==> config.mk <==
export PLATFORM = sky130hd
export DESIGN_NAME = pc_control
export DESIGN_NICKNAME = d
export VERILOG_FILES = /design/src/rtl/pc_pkg.sv /design/src/rtl/ras_stack.sv /design/src/rtl/pc_control.sv
export SDC_FILE = /design/constraint.sdc
export NUM_CORES = 1
export LEC_CHECK = 0
export BUFFER_PORTS_ARGS = -buffer_cell sky130_fd_sc_hd__buf_2
export CAP_MARGIN = 0
export CORE_MARGIN = 8
export CORE_UTILIZATION = 44
export CTS_BUF_LIST = sky130_fd_sc_hd__clkbuf_16
export CTS_CLUSTER_SIZE = 25
export DETAILED_ROUTE_END_ITERATION = 6
export PLACE_DENSITY = 0.73
export SETUP_SLACK_MARGIN = 0.1
export SYNTH_ARGS = -nofsm -noshare
export SYNTH_HDL_FRONTEND = slang
export SYNTH_SLANG_ARGS = --single-unit
==> constraint.sdc <==
create_clock -name clk -period 3.9 [get_ports clk]
set_clock_uncertainty 0.1 [all_clocks]
set_input_delay 0.39 -clock clk [delete_from_list [all_inputs] [get_ports clk]]
set_output_delay 0.39 -clock clk [all_outputs]
set_load 0.05 [all_outputs]
==> src/rtl/pc_pkg.sv <==
// Shared types and helpers for the program-counter / control-flow unit.
package pc_pkg;

    // Control-flow class of the instruction in the current cycle.
    typedef enum logic [1:0] {
        OP_SEQ    = 2'd0,
        OP_JAL    = 2'd1,
        OP_JALR   = 2'd2,
        OP_BRANCH = 2'd3
    } op_e;

    // What the return-address stack does at the next edge.
    typedef enum logic [1:0] {
        RAS_NONE    = 2'd0,
        RAS_PUSH    = 2'd1,
        RAS_POP     = 2'd2,
        RAS_POPPUSH = 2'd3
    } ras_act_e;

    // x1 (ra) and x5 (t0) are the ABI link registers.
    function automatic logic is_link_reg(input logic [4:0] idx);
        return (idx == 5'd1) || (idx == 5'd5);
    endfunction

endpackage

==> src/rtl/ras_stack.sv <==
// Circular return-address stack. A push into a full stack overwrites the
// oldest entry; a pop from an empty stack is ignored.
module ras_stack
    import pc_pkg::*;
#(
    parameter int unsigned XLEN      = 32,
    parameter int unsigned RAS_DEPTH = 4
) (
    input  logic            clk,
    input  logic            rst,
    input  ras_act_e        action_i,
    input  logic [XLEN-1:0] push_data_i,
    output logic [XLEN-1:0] top_o,
    output logic            valid_o
);

    localparam int unsigned PTR_W = $clog2(RAS_DEPTH);
    localparam int unsigned CNT_W = $clog2(RAS_DEPTH + 1);
    localparam logic [CNT_W-1:0] FULL = CNT_W'(RAS_DEPTH);

    logic [XLEN-1:0]  mem_q [RAS_DEPTH];
    logic [PTR_W-1:0] ptr_q, ptr_d;
    logic [PTR_W-1:0] wr_ptr;
    logic [CNT_W-1:0] cnt_q, cnt_d;
    logic             wr_en;
    logic             empty;

    assign empty = (cnt_q == '0);

    // Pointer/count update and write-port selection for the requested action.
    always_comb begin
        // NOTE: every output of this block gets a default first so no path
        // leaves a signal unassigned, which would infer a latch.
        ptr_d  = ptr_q;
        cnt_d  = cnt_q;
        wr_en  = 1'b0;
        wr_ptr = ptr_q + PTR_W'(1);
        case (action_i)
            RAS_PUSH: begin
                ptr_d = ptr_q + PTR_W'(1);
                wr_en = 1'b1;
                cnt_d = (cnt_q == FULL) ? cnt_q : cnt_q + CNT_W'(1);
            end
            RAS_POP: begin
                if (!empty) begin
                    ptr_d = ptr_q - PTR_W'(1);
                    cnt_d = cnt_q - CNT_W'(1);
                end
            end
            RAS_POPPUSH: begin
                if (!empty) begin
                    // Pop then push lands on the same slot: replace the top.
                    wr_ptr = ptr_q;
                    wr_en  = 1'b1;
                end else begin
                    // Pop of an empty stack is a no-op, leaving a plain push.
                    ptr_d = ptr_q + PTR_W'(1);
                    wr_en = 1'b1;
                    cnt_d = cnt_q + CNT_W'(1);
                end
            end
            default: ;
        endcase
    end

    // Pointer and occupancy registers.
    always_ff @(posedge clk or posedge rst) begin
        // NOTE: sequential state uses non-blocking assignments so every flop
        // samples its inputs from before the edge.
        if (rst) begin
            ptr_q <= '0;
            cnt_q <= '0;
        end else begin
            ptr_q <= ptr_d;
            cnt_q <= cnt_d;
        end
    end

    // Entry storage.
    // NOTE: the storage array is not reset; the count gates every read, so
    // stale contents are never observable and the array can map to plain RAM.
    always_ff @(posedge clk) begin
        if (wr_en) begin
            mem_q[wr_ptr] <= push_data_i;
        end
    end

    assign valid_o = !empty;
    assign top_o   = empty ? '0 : mem_q[ptr_q];

endmodule

==> src/rtl/pc_control.sv <==
// Program counter and control-flow unit: next-PC selection, link write,
// misaligned-target trap and return-address prediction check.
module pc_control
    import pc_pkg::*;
#(
    parameter int unsigned     XLEN         = 32,
    parameter logic [XLEN-1:0] RESET_VECTOR = 32'h0000_0000,
    parameter logic [XLEN-1:0] TRAP_VECTOR  = 32'h0000_0100,
    parameter int unsigned     RAS_DEPTH    = 4
) (
    input  logic            clk,
    input  logic            rst,
    input  logic            stall_i,
    input  logic [1:0]      op_i,
    input  logic [XLEN-1:0] imm_i,
    input  logic [XLEN-1:0] rs1_val_i,
    input  logic [4:0]      rs1_idx_i,
    input  logic [4:0]      rd_idx_i,
    input  logic            br_taken_i,
    output logic [XLEN-1:0] pc_o,
    output logic [XLEN-1:0] link_data_o,
    output logic            link_we_o,
    output logic            misalign_o,
    output logic [XLEN-1:0] bad_addr_o,
    output logic [XLEN-1:0] ras_top_o,
    output logic            ras_valid_o,
    output logic            ras_miss_o
);

    op_e             op;
    logic [XLEN-1:0] pc_q, pc_d;
    logic [XLEN-1:0] bad_addr_q, bad_addr_d;
    logic            misalign_q, misalign_d;
    logic            ras_miss_q, ras_miss_d;
    logic [XLEN-1:0] seq_pc, rel_pc, jalr_sum, jalr_pc, target;
    logic            misaligned;
    logic            rd_link, rs1_link;
    ras_act_e        ras_act;

    assign op       = op_e'(op_i);
    assign seq_pc   = pc_q + XLEN'(4);
    assign rel_pc   = pc_q + imm_i;
    assign jalr_sum = rs1_val_i + imm_i;
    assign jalr_pc  = {jalr_sum[XLEN-1:1], 1'b0};
    assign rd_link  = is_link_reg(rd_idx_i);
    assign rs1_link = is_link_reg(rs1_idx_i);

    // Target selection and alignment check; a not-taken branch falls through.
    always_comb begin
        target = seq_pc;
        case (op)
            OP_JAL:    target = rel_pc;
            OP_JALR:   target = jalr_pc;
            OP_BRANCH: target = br_taken_i ? rel_pc : seq_pc;
            default:   target = seq_pc;
        endcase
        misaligned = (target[1:0] != 2'b00) && !(op == OP_BRANCH && !br_taken_i);
    end

    // Decode the RAS action from the link-register hint table.
    always_comb begin
        ras_act = RAS_NONE;
        if (!stall_i && !misaligned) begin
            case (op)
                OP_JAL: begin
                    if (rd_link) ras_act = RAS_PUSH;
                end
                OP_JALR: begin
                    if (rd_link && rs1_link) begin
                        ras_act = (rd_idx_i == rs1_idx_i) ? RAS_PUSH : RAS_POPPUSH;
                    end else if (rd_link) begin
                        ras_act = RAS_PUSH;
                    end else if (rs1_link) begin
                        ras_act = RAS_POP;
                    end
                end
                default: ;
            endcase
        end
    end

    // Next PC, trap capture and one-cycle pulse generation.
    always_comb begin
        pc_d       = pc_q;
        bad_addr_d = bad_addr_q;
        misalign_d = 1'b0;
        ras_miss_d = 1'b0;
        if (!stall_i) begin
            if (misaligned) begin
                pc_d       = TRAP_VECTOR;
                bad_addr_d = target;
                misalign_d = 1'b1;
            end else begin
                pc_d = target;
            end
            // Only a pop that actually removes an entry is checked.
            ras_miss_d = (ras_act == RAS_POP || ras_act == RAS_POPPUSH)
                         && ras_valid_o && (target != ras_top_o);
        end
    end

    // Architectural PC, trap address and status pulses.
    always_ff @(posedge clk or posedge rst) begin
        if (rst) begin
            pc_q       <= RESET_VECTOR;
            bad_addr_q <= '0;
            misalign_q <= 1'b0;
            ras_miss_q <= 1'b0;
        end else begin
            pc_q       <= pc_d;
            bad_addr_q <= bad_addr_d;
            misalign_q <= misalign_d;
            ras_miss_q <= ras_miss_d;
        end
    end

    ras_stack #(
        .XLEN      (XLEN),
        .RAS_DEPTH (RAS_DEPTH)
    ) u_ras (
        .clk         (clk),
        .rst         (rst),
        .action_i    (ras_act),
        .push_data_i (seq_pc),
        .top_o       (ras_top_o),
        .valid_o     (ras_valid_o)
    );

    assign pc_o        = pc_q;
    assign link_data_o = seq_pc;
    assign link_we_o   = !stall_i && (op == OP_JAL || op == OP_JALR)
                         && (rd_idx_i != 5'd0) && !misaligned;
    assign misalign_o  = misalign_q;
    assign bad_addr_o  = bad_addr_q;
    assign ras_miss_o  = ras_miss_q;

endmodule

==> results of run 1 <==
## cells in the final DEF (no fill, tap or decap), types with 40 or more instances in the layout
cell and instances:
edfxtp_1 128, ha_1 57, buf_4 166, o21ai_0 71
and2_1 40, dfrtp_1 69, a21oi_1 92, buf_2 211
nor2_1 107, nand2_1 122, xnor2_1 51, xor2_1 48
## stage by stage
stage               TNS (ns)  util [%]  total power (uW)  setup slack, ns  hold slack [ns]
detailed placement   -0.0767      53.1              8450          -0.0767            0.391
floorplan                  0         -              6580            0.101            0.367
global placement     -0.0200      53.1              8390          -0.0200            0.387
global route               0      56.0             10900           0.0698            0.392
finish                     0      56.0             10400            0.124            0.389
CTS                        0      55.3             10300            0.109            0.356
## where the power goes
part	switching [uW]	internal, uW
Combinational	3960	1860
Sequential	259	2550
Clock	846	976
Total	5070	5380
## worst min-delay path, cell delays in order
cell and delay, ns:
buf_2 0.11, nand2b_1 0.13, buf_4 0.17, o31ai_1 0.08
## final cells by class
cell class / instances / share of cell area, %
clock inverter: 15 / 1.13
clock buffer: 17 / 2.59
timing repair buffer: 380 / 14.3
sequential: 199 / 34.2
multi-input combinational: 982 / 44.3
tap: 390 / 2.97
inverter: 21 / 0.480
## worst max path at each step
| stage | start | end | depth (start not counted) |
|---|---|---|---|
| 6_report | pc_o[2] | ras_miss_o | 13 |
| 5_1_grt | pc_o[8] | link_data_o[31] | 11 |
| 4_1_cts | pc_o[0] | ras_miss_o | 15 |
| 3_5_place_dp | imm_i[0] | ras_miss_o | 16 |
| 3_3_place_gp | imm_i[0] | ras_miss_o | 16 |
| 2_1_floorplan | pc_o[2] | ras_miss_o | 11 |
## what timing repair did
action	CTS	global route
hold buffers	1	0
pin swaps	1	21
hold endpoints to repair	24	0
setup endpoints to repair	1	2
resized for setup	4	41
setup buffers	0	7
## synth_stat cells, drive strengths merged, types with 4 or more instances
cell type / n
o2111ai: 4
edfxtp: 128
a221oi: 8
nand3: 28
o21bai: 4
o41ai: 4
inv: 21
and2: 41
a21oi: 98
nand2: 122
a21o: 9
a211oi: 15
a31oi: 11
buf: 16
o31ai: 10
dfrtp: 71
a22o: 9
a222oi: 7
ha: 66
xnor2: 57
or2: 4
nor3: 26
o211ai: 16
mux2i: 8
nand4: 27
mux2: 8
xor2: 50
mux4: 31
o21ai: 87
or3: 10
nor2: 109
a2111oi: 5
a22oi: 7
nor4: 8
and3: 16
nand2b: 6
o211a: 4
o21a: 13
nor2b: 9
clkbuf: 41
o221a: 4
## state kept, by name, summed over array words and instances (netlist names)
signal	cells
pc_o	32
u_ras.cnt_q	3
ras_miss_o	1
u_ras.mem_q	128
misalign_o	1
bad_addr_o	32
u_ras.ptr_q	2
## kinds of logic (layout without fill, tap and decap cells)
kind of cell,count (synthesis),after routing,share of synthesized area [%]
AO/OA/AOI/OAI,339,339,17.6
XOR/XNOR,107,107,7.24
adder cells (fa/ha/maj),69,69,6.84
buffers and inverters,78,433,2.46
flip-flops,199,199,43.4
multiplexers,47,47,6.71
AND/OR/NAND/NOR,420,420,15.7
## layer usage
metal,vias up,GRT usage (%)
met4,4,8.39
met1,5938,35.9
met5,-,0
met3,100,6.45
met2,722,40.6
li1,5453,-
==> impl_metrics.csv, run 1 <==
group,metric,value,unit
timing,rsz0062_at_grt,"yes",
grt,grt_pass1_vias,11778,
outcome,outcome,"finished, violations left",
yosys,synth_edf_count,128,
drt,drtAntennaViolNets,0,
grt,grt_max_degree,59,
placed_design,gp_congestion,0.935,
drt,topRoutingLayerUsed,"met5",
final_layout,multi_input_area,0.00728,mm^2
drt,drt_iter0_markers,1524,
drt,drt-vias-per-instance,6.10,
outcome,violations,"design-rule violations",
die,dieWidth,188,um
setup_path,cp_cell_sequence,"ha_2, nand4_1, nor3_2, buf_4, nand2_1, xnor2_1, a221oi_2, a21oi_1, nand3b_1, nor4_1, nand4_1, nor4_1, a31oi_1",
die,core.rowCount,63,
final_layout,post_route_cells_drive_above_1_share,32.2,%
grt,grtUsageTotal,26.3,%
setup_path,critPathBufInv,1,
timing,fmax,265,MHz
yosys,ys_top_cells_by_area,"edfxtp_1, dfrtp_1, ha_1",
timing,finalCriticalPeriod,3.78,ns
drt,wl,47.8,mm
power,cellLeakagePower,0.00681,uW
die,die_area,0.0352,mm^2
setup_path,crit_path_start_kind,"flop",
grt,gr-total-overflow,0,
drt,met3_length,5.01,mm
timing,finalHoldViolations,0,
setup_path,r2r_cells,13,
drt,wl_met1,19.6,mm
placed_design,hpwl,37.7,mm
setup_path,slowest_delay,0.51,ns
die,start_util,44.2,%
clock_tree,htreeDepth,4,
final_layout,syn2layout_area_growth,26.9,%
power,vdd_drop_max,436,uV
timing,setup_violations,0,
drt,wl_per_cell,23.8,um
yosys,yosysTopAreaCell,"edfxtp_1",
yosys,synth_top_area_share,29.7,%
timing,slew_viol_final,0,
yosys,synth_cell_types,85,
clock_tree,clk_transition_reported_paths,0.07,ns
setup_path,r2r_slack,0.12,ns
setup_path,critical_path_arrival,3.97,ns
placed_design,dp.cells,1964,
final_layout,layout.area.seq,0.00562,mm^2
placed_design,port_buffers,211,
drt,wl_met2,21.6,mm
clock_tree,clock-sinks,199,
clock_tree,cts_buffer_depth,2,
timing,worstMarginPinSlew,0.848,ns
final_layout,fin_nets,1750,
hold_path,min_path_type,"input port to flop",
clock_tree,clkLatencyLatePin,0.44,ns
drt,drc,6,
timing,relSlewSlack,43.5,%
setup_path,required,4.10,ns
yosys,synth_ff_type,"edfxtp_1",
drt,drt-pass1-iter-count,7,
setup_path,critPathTopFamily,"simple AND/OR/NAND/NOR gates",
yosys,synth_seq_cells,199,
timing,finalCritPeriodShare,96.8,%
clock_tree,cts_buffers,17,
yosys,synthCells,1259,
yosys,ys_seq_area_share,43.4,%
final_layout,nFillCells,2527,
placed_design,place_area,0.0156,mm^2
setup_path,rr_startpoint,"pc_o[2]",
setup_path,worst-setup-path-type,"flop to flop",
drt,vias,12217,
setup_path,critPathSlowestCell,"a221oi_2",
clock_tree,ctsRootBufferMaster,"clkbuf_16",
setup_path,crit_fanout,6,
hold_path,whs_endpoint,"pc_o[0]",
final_layout,stdcell_area,0.0164,mm^2
hold_path,whs_path_depth,4,
yosys,postSynthAreaPerCell,10.3,um^2
final_layout,fin_cells,2004,
yosys,syn_nets,1408,
clock_tree,tritoncts,"built",
power,power_density,636,mW/mm^2
yosys,async_flop_share,35.7,%
setup_path,cp-end-kind,"flop",
grt,grt_pass1_wl,71.4,mm
setup_path,reg2reg_to,"ras_miss_o",
yosys,netlist_area,0.0129,mm^2
hold_path,hp-start,"br_taken_i",
die,coreArea,0.0293,mm^2
yosys,ys_warn_count,0,
grt,grt_antenna_before_repair,2,
die,die_h,188,um
die,ios,212,
final_layout,antenna_cells,0,
flow_run,max_cap_violations,0,
(Power assumes the default switching activity.)
==> run 2, diff against run 1 <==
CORE_UTILIZATION = 50   (was 44)
PLACE_DENSITY = 0.81   (was 0.73)
==> run 2 against run 1 <==
Against the previous run:
- the flow now finishes without violations
- combinational power down 3%
- highest routed layer unchanged
- via count up 0.92%
- first-iteration DRC count is 4.6% higher
- register-to-register slack is essentially flat
- final cell count shrank 3.9%
- core utilization rose by 6.3 points
- cell area shrank 2.2%
==> impl_metrics.csv, run 2 (synthesis results as in run 1) <==
group,metric,value,unit
clock_tree,clock-sinks,199,
drt,drc,0,
placed_design,place_area,0.0154,mm^2
die,core.rowCount,59,
timing,setup_violations,0,
setup_path,critPathMostFrequentCell,"buf_4",
grt,gr-total-overflow,0,
placed_design,hpwl,36.4,mm
placed_design,gp_congestion,0.937,
setup_path,crit_path_start_kind,"flop",
placed_design,place_ws,-0.0390,ns
grt,grtUsageTotal,29.3,%
setup_path,slowest_delay,0.60,ns
die,start_util,50.3,%
drt,drtAntennaViolNets,0,
clock_tree,htreeDepth,4,
die,ios,212,
power,p_int,5160,uW
hold_path,min_path_type,"input port to asynchronous set/reset pin",
timing,setup_slack,0.130,ns
power,cellLeakagePower,0.00667,uW
setup_path,r2r_slack,0.13,ns
timing,worstMarginPinSlew,0.885,ns
final_layout,largest_register_ffs,128,
final_layout,final_core_util,62.4,%
timing,fmax,265,MHz
power,power_frac_clock,16.7,%
drt,drt-vias-per-instance,6.41,
setup_path,cp-end-kind,"flop",
clock_tree,clkLatencyLatePin,0.44,ns
timing,rsz0062_at_grt,"yes",
drt,drt_iter0_markers,1594,
outcome,outcome,"complete, no violations",
final_layout,post_route_cells_drive_above_1_share,30.1,%
final_layout,multi_input_area,0.00720,mm^2
power,combPwrFrac,55.3,%
setup_path,worst-setup-path-type,"flop to flop",
timing,slew_viol_final,0,
timing,finalHoldViolations,0,
grt,grt_antenna_before_repair,1,
flow_run,max_cap_violations,0,
timing,finalCriticalPeriod,3.77,ns
grt,grt_max_degree,41,
drt,wl,47.0,mm
die,dieWidth,177,um
final_layout,layout.area.seq,0.00562,mm^2
final_layout,syn2layout_area_growth,24.0,%
clock_tree,ctsRootBufferMaster,"clkbuf_16",
final_layout,fin_nets,1726,
die,coreArea,0.0258,mm^2
setup_path,required,4.09,ns
drt,vias,12330,
setup_path,r2r_cells,12,
power,netSwitchingPower,5040,uW
final_layout,nFillCells,2066,
grt,grt_pass1_wl,70.3,mm
timing,relSlewSlack,41.0,%
final_layout,final_common_cell,"buf_2",
clock_tree,tritoncts,"built",
power,p_total,10200,uW
final_layout,antenna_cells,0,
timing,finalCritPeriodShare,96.7,%
setup_path,crit_fanout,7,
clock_tree,cts_buffer_depth,2,
setup_path,critical_path_arrival,3.96,ns
clock_tree,clk_transition_reported_paths,0.08,ns
power,swShare,49.4,%
placed_design,port_buffers,211,
clock_tree,cts_buffers,17,
timing,hold_ws,0.390,ns
setup_path,rr_startpoint,"pc_o[5]",
final_layout,stdcell_area,0.0161,mm^2
final_layout,final_cell_mix,"buf_2, buf_4, edfxtp_1, nand2_1, nor2_1",
die,die_area,0.0313,mm^2
drt,wl_per_cell,24.4,um
setup_path,reg2reg_to,"ras_miss_o",
setup_path,critPathSlowestCell,"xor2_1",
power,vdd_drop_max,460,uV
final_layout,top_register,"u_ras.mem_q",
power,power_density,635,mW/mm^2
power,seqPwrFrac,28.1,%
setup_path,cp_cell_sequence,"buf_4, nand4_1, buf_4, nor3_1, xor2_1, a222oi_1, buf_4, xnor2_1, a2111oi_2, nand4_1, nor4_2, a31oi_1",
grt,grt_pass1_vias,11974,
die,die_h,177,um
drt,drt-pass1-iter-count,5,
-- run 2: cell types whose count changed in the layout (fill, tap and decap cells not counted), moves of 3 or more --
cell,delta
o21ai_0,+4
ha_1,+5
a21oi_2,-3
buf_4,-25
ha_4,-4
o21ai_1,-4
a211oi_1,+3
a21oi_1,+3
-- run 2: per-stage QoR --
step,std cells,TNS [ns]
after floorplan,1259,0
after global placement,1890,0
after detailed placement,1890,-0.0390
after CTS,1923,0
after global routing,1925,-0.00795
final,1925,0
-- run 2: power by group through the flow --
stage | Combinational (uW) | Sequential [uW] | Clock [uW]
after global placement | 5410 | 2860 | 0
after floorplan | 3050 | 3530 | 0
after detailed placement | 5470 | 2870 | 0
after global routing | 5920 | 2880 | 1770
after CTS | 5530 | 2840 | 1700
final | 5640 | 2860 | 1700
-- run 2: per-layer routing --
layer	part of all wire, %	track usage, %
met1	39	39.0
met2	45	45.5
met3	12	6.74
met4	4.1	12.0
met5	0.028	0
-- run 2: worst max-delay path by stage --
stage	endpoint	slack [ns]	startpoint
floorplan	ras_miss_o	0.10	pc_o[2]
CTS	ras_miss_o	0.10	pc_o[0]
global placement	ras_miss_o	0.04	imm_i[0]
finish	ras_miss_o	0.13	pc_o[5]
global route	ras_miss_o	-0.008	pc_o[4]
detailed placement	ras_miss_o	-0.04	imm_i[0]
-- run 2: critical path, delay by kind of cell, from the launching register on --
kind,cells,cell delay (ns)
buffers and inverters,3,0.63
XOR/XNOR,2,0.74
AND/OR/NAND/NOR,4,1.02
flip-flops,1,0.42
AO/OA/AOI/OAI,3,0.71
-- run 2: timing repair --
item                                   CTS  global route
gates resized for setup                  4            17
hold buffers                             1             0
pin swaps                                1             7
endpoints found under the hold margin   13             0
setup endpoints to repair                2             3
setup buffers                            0             2
cloned                                   0             0
-- run 2: cell type report --
class                      instances  share of cell area, %
sequential                       199                   35.0
inverter                          21                  0.491
tap                              335                   2.61
multi-input combinational        982                   44.8
timing repair buffer             356                   13.6
clock inverter                    15                  0.857
clock buffer                      17                   2.65
==> run 3, diff against run 2 <==
GPL_ROUTABILITY_DRIVEN = 0   (was unset)
SETUP_SLACK_MARGIN = 0.3   (was 0.1)
==> run 3 against run 2 <==
Against the previous run:
- combinational power grew 2%
- register-to-register slack gained 0.05 ns
- count of clock-buffer cells in the layout is the same
- sequential share of layout area shrank 0.29 points
- non-clock buffer count shrank 16
- power grew 1.1%
- worst hold slack lost 0.020 ns
- first-iteration DRC count grew 1.2%
- sequential power is essentially flat
- largest power group unchanged
- critical path depth grew 3
- core utilization grew 0.60 points
- die area is the same
==> impl_metrics.csv, run 3 (synthesis results as in run 1) <==
group,metric,value,unit
grt,grt_pass1_wl,68.9,mm
grt,grt_antenna_before_repair,1,
final_layout,final_common_cell,"buf_2",
grt,grtUsageTotal,28.6,%
drt,wl_met1,17.2,mm
setup_path,critPathBufInv,2,
setup_path,crit_path_start_kind,"flop",
outcome,outcome,"complete, no violations",
drt,wl_met2,21.0,mm
timing,finalHoldViolations,0,
timing,relSlewSlack,43.5,%
clock_tree,htreeDepth,4,
final_layout,fin_nets,1710,
setup_path,rr_startpoint,"pc_o[0]",
setup_path,critPathMostFrequentCell,"buf_4",
drt,drt_iter0_markers,1613,
flow_run,max_cap_violations,0,
setup_path,cp_cell_sequence,"ha_4, fa_2, a21o_1, buf_4, nand3_2, a21oi_1, or3_1, a32o_1, a21oi_2, xnor2_1, a2111oi_2, buf_4, nand4_1, nor4_2, a31oi_1",
placed_design,place_area,0.0154,mm^2
drt,drc,0,
die,coreArea,0.0258,mm^2
final_layout,stdcell_area,0.0162,mm^2
drt,vias,12264,
setup_path,critPathTopFamily,"compound AO/OA/AOI/OAI gates",
setup_path,crit_fanout,3,
timing,setup_violations,0,
power,swShare,49.5,%
grt,grt_pass1_vias,11946,
drt,drtAntennaViolNets,0,
power,netSwitchingPower,5100,uW
power,cellLeakagePower,0.00667,uW
final_layout,largest_register_ffs,128,
setup_path,critical_path_arrival,3.93,ns
drt,drt-vias-per-instance,6.42,
timing,hold_ws,0.370,ns
drt,met3_length,5.59,mm
clock_tree,cts_buffer_depth,2,
setup_path,worst-setup-path-type,"flop to flop",
final_layout,top_register,"u_ras.mem_q",
placed_design,hpwl,35.9,mm
die,ios,212,
die,die_h,177,um
clock_tree,cts_buffers,17,
drt,wl,45.7,mm
setup_path,required,4.11,ns
die,die_area,0.0313,mm^2
die,start_util,50.3,%
timing,worstMarginPinSlew,0.837,ns
grt,gr-total-overflow,0,
clock_tree,clkLatencyLatePin,0.44,ns
timing,finalSetupTns,0,ns
setup_path,slowest_delay,0.45,ns
die,core.rowCount,59,
timing,slew_viol_final,0,
grt,grt_max_degree,59,
final_layout,final_cell_mix,"buf_2, edfxtp_1, buf_4, nand2_1, nor2_1",
power,vdd_drop_max,433,uV
timing,finalCriticalPeriod,3.72,ns
power,p_int,5210,uW
setup_path,cp-end-kind,"flop",
drt,drt-pass1-iter-count,7,
setup_path,cp-startpoint,"pc_o[0]",
final_layout,nFillCells,1967,
power,seqPwrFrac,27.5,%
timing,rsz0062_at_grt,"yes",
clock_tree,ctsRootBufferMaster,"clkbuf_16",
timing,finalCritPeriodShare,95.3,%
final_layout,post_route_cells_drive_above_1_share,31.6,%
final_layout,syn2layout_area_growth,25.2,%
power,power_frac_clock,16.8,%
timing,fmax,269,MHz
die,dieWidth,177,um
setup_path,critPathSlowestCell,"dfrtp_2",
clock_tree,tritoncts,"built",
placed_design,port_buffers,211,
drt,wl_per_cell,23.9,um
hold_path,min_path_type,"input port to flop",
drt,topRoutingLayerUsed,"met4",
hold_path,hp-start,"br_taken_i",
power,power_density,636,mW/mm^2
power,combPwrFrac,55.6,%
clock_tree,clock-sinks,199,
clock_tree,clk_transition_reported_paths,0.08,ns
-- run 3: power groups by stage --
stage	Sequential (uW)	Combinational, uW	Clock (uW)
after floorplan	3550	3090	0
after global placement	2850	5420	0
after detailed placement	2870	5510	0
after CTS	2830	5590	1740
after global routing	2860	6000	1810
final	2840	5740	1730
-- run 3: worst register-to-register path, cell delays in order (launching register included) --
cell       delay, ns
dfrtp_2         0.45
ha_4            0.17
fa_2            0.37
a21o_1          0.23
buf_4           0.14
nand3_2         0.09
a21oi_1         0.08
or3_1           0.32
a32o_1          0.26
a21oi_2         0.17
xnor2_1         0.13
a2111oi_2       0.37
buf_4           0.17
nand4_1         0.15
nor4_2          0.26
a31oi_1         0.11
-- run 3: stage by stage --
step           setup WS (ns)  cells  util, %  total power, uW
6_report               0.181   1910     62.9            10300
5_1_grt               0.0232   1910     62.9            10700
4_1_cts                0.293   1905     62.5            10200
3_5_place_dp         -0.0453   1870     59.8             8380
3_3_place_gp          0.0450   1870     59.8             8280
2_1_floorplan          0.300   1259        -             6640
-- run 3: repair_timing --
item / in CTS / in global routing
endpoints found under the setup margin: 4 / 5
resized for setup: 23 / 16
pin swaps: 11 / 8
buffers inserted: 2 / 4
hold endpoints to repair: 15 / 0
hold buffers: 1 / 0
-- run 3: worst paths after layout --
check | slack [ns] | depth (start not counted) | end
worst max-delay path | 0.18 | 15 | ras_miss_o
worst min-delay path | 0.37 | 4 | pc_o[0]
min in group asynchronous | 0.38 | 3 | bad_addr_o[17]
worst max register to register | 0.18 | 15 | ras_miss_o
max in group asynchronous | 2.53 | 4 | pc_o[0]
worst min register to register | 0.43 | 2 | bad_addr_o[8]
-- run 3: final cells by class --
cell class	instances	area [um^2]	area share [%]
Antenna cell	1	2.50	0.0154
Clock buffer	17	425	2.62
Clock inverter	15	149	0.918
Inverter	21	78.8	0.486
Multi-Input combinational cell	982	7460	46.0
Sequential cell	199	5630	34.7
Tap cell	335	419	2.58
Timing Repair Buffer	340	2050	12.7
-- run 3: per-layer routing --
metal	up-vias	global-route usage, %
li1	5359	-
met1	5940	36.9
met4	0	10.6
met5	-	0
met2	837	46.3
met3	128	6.68
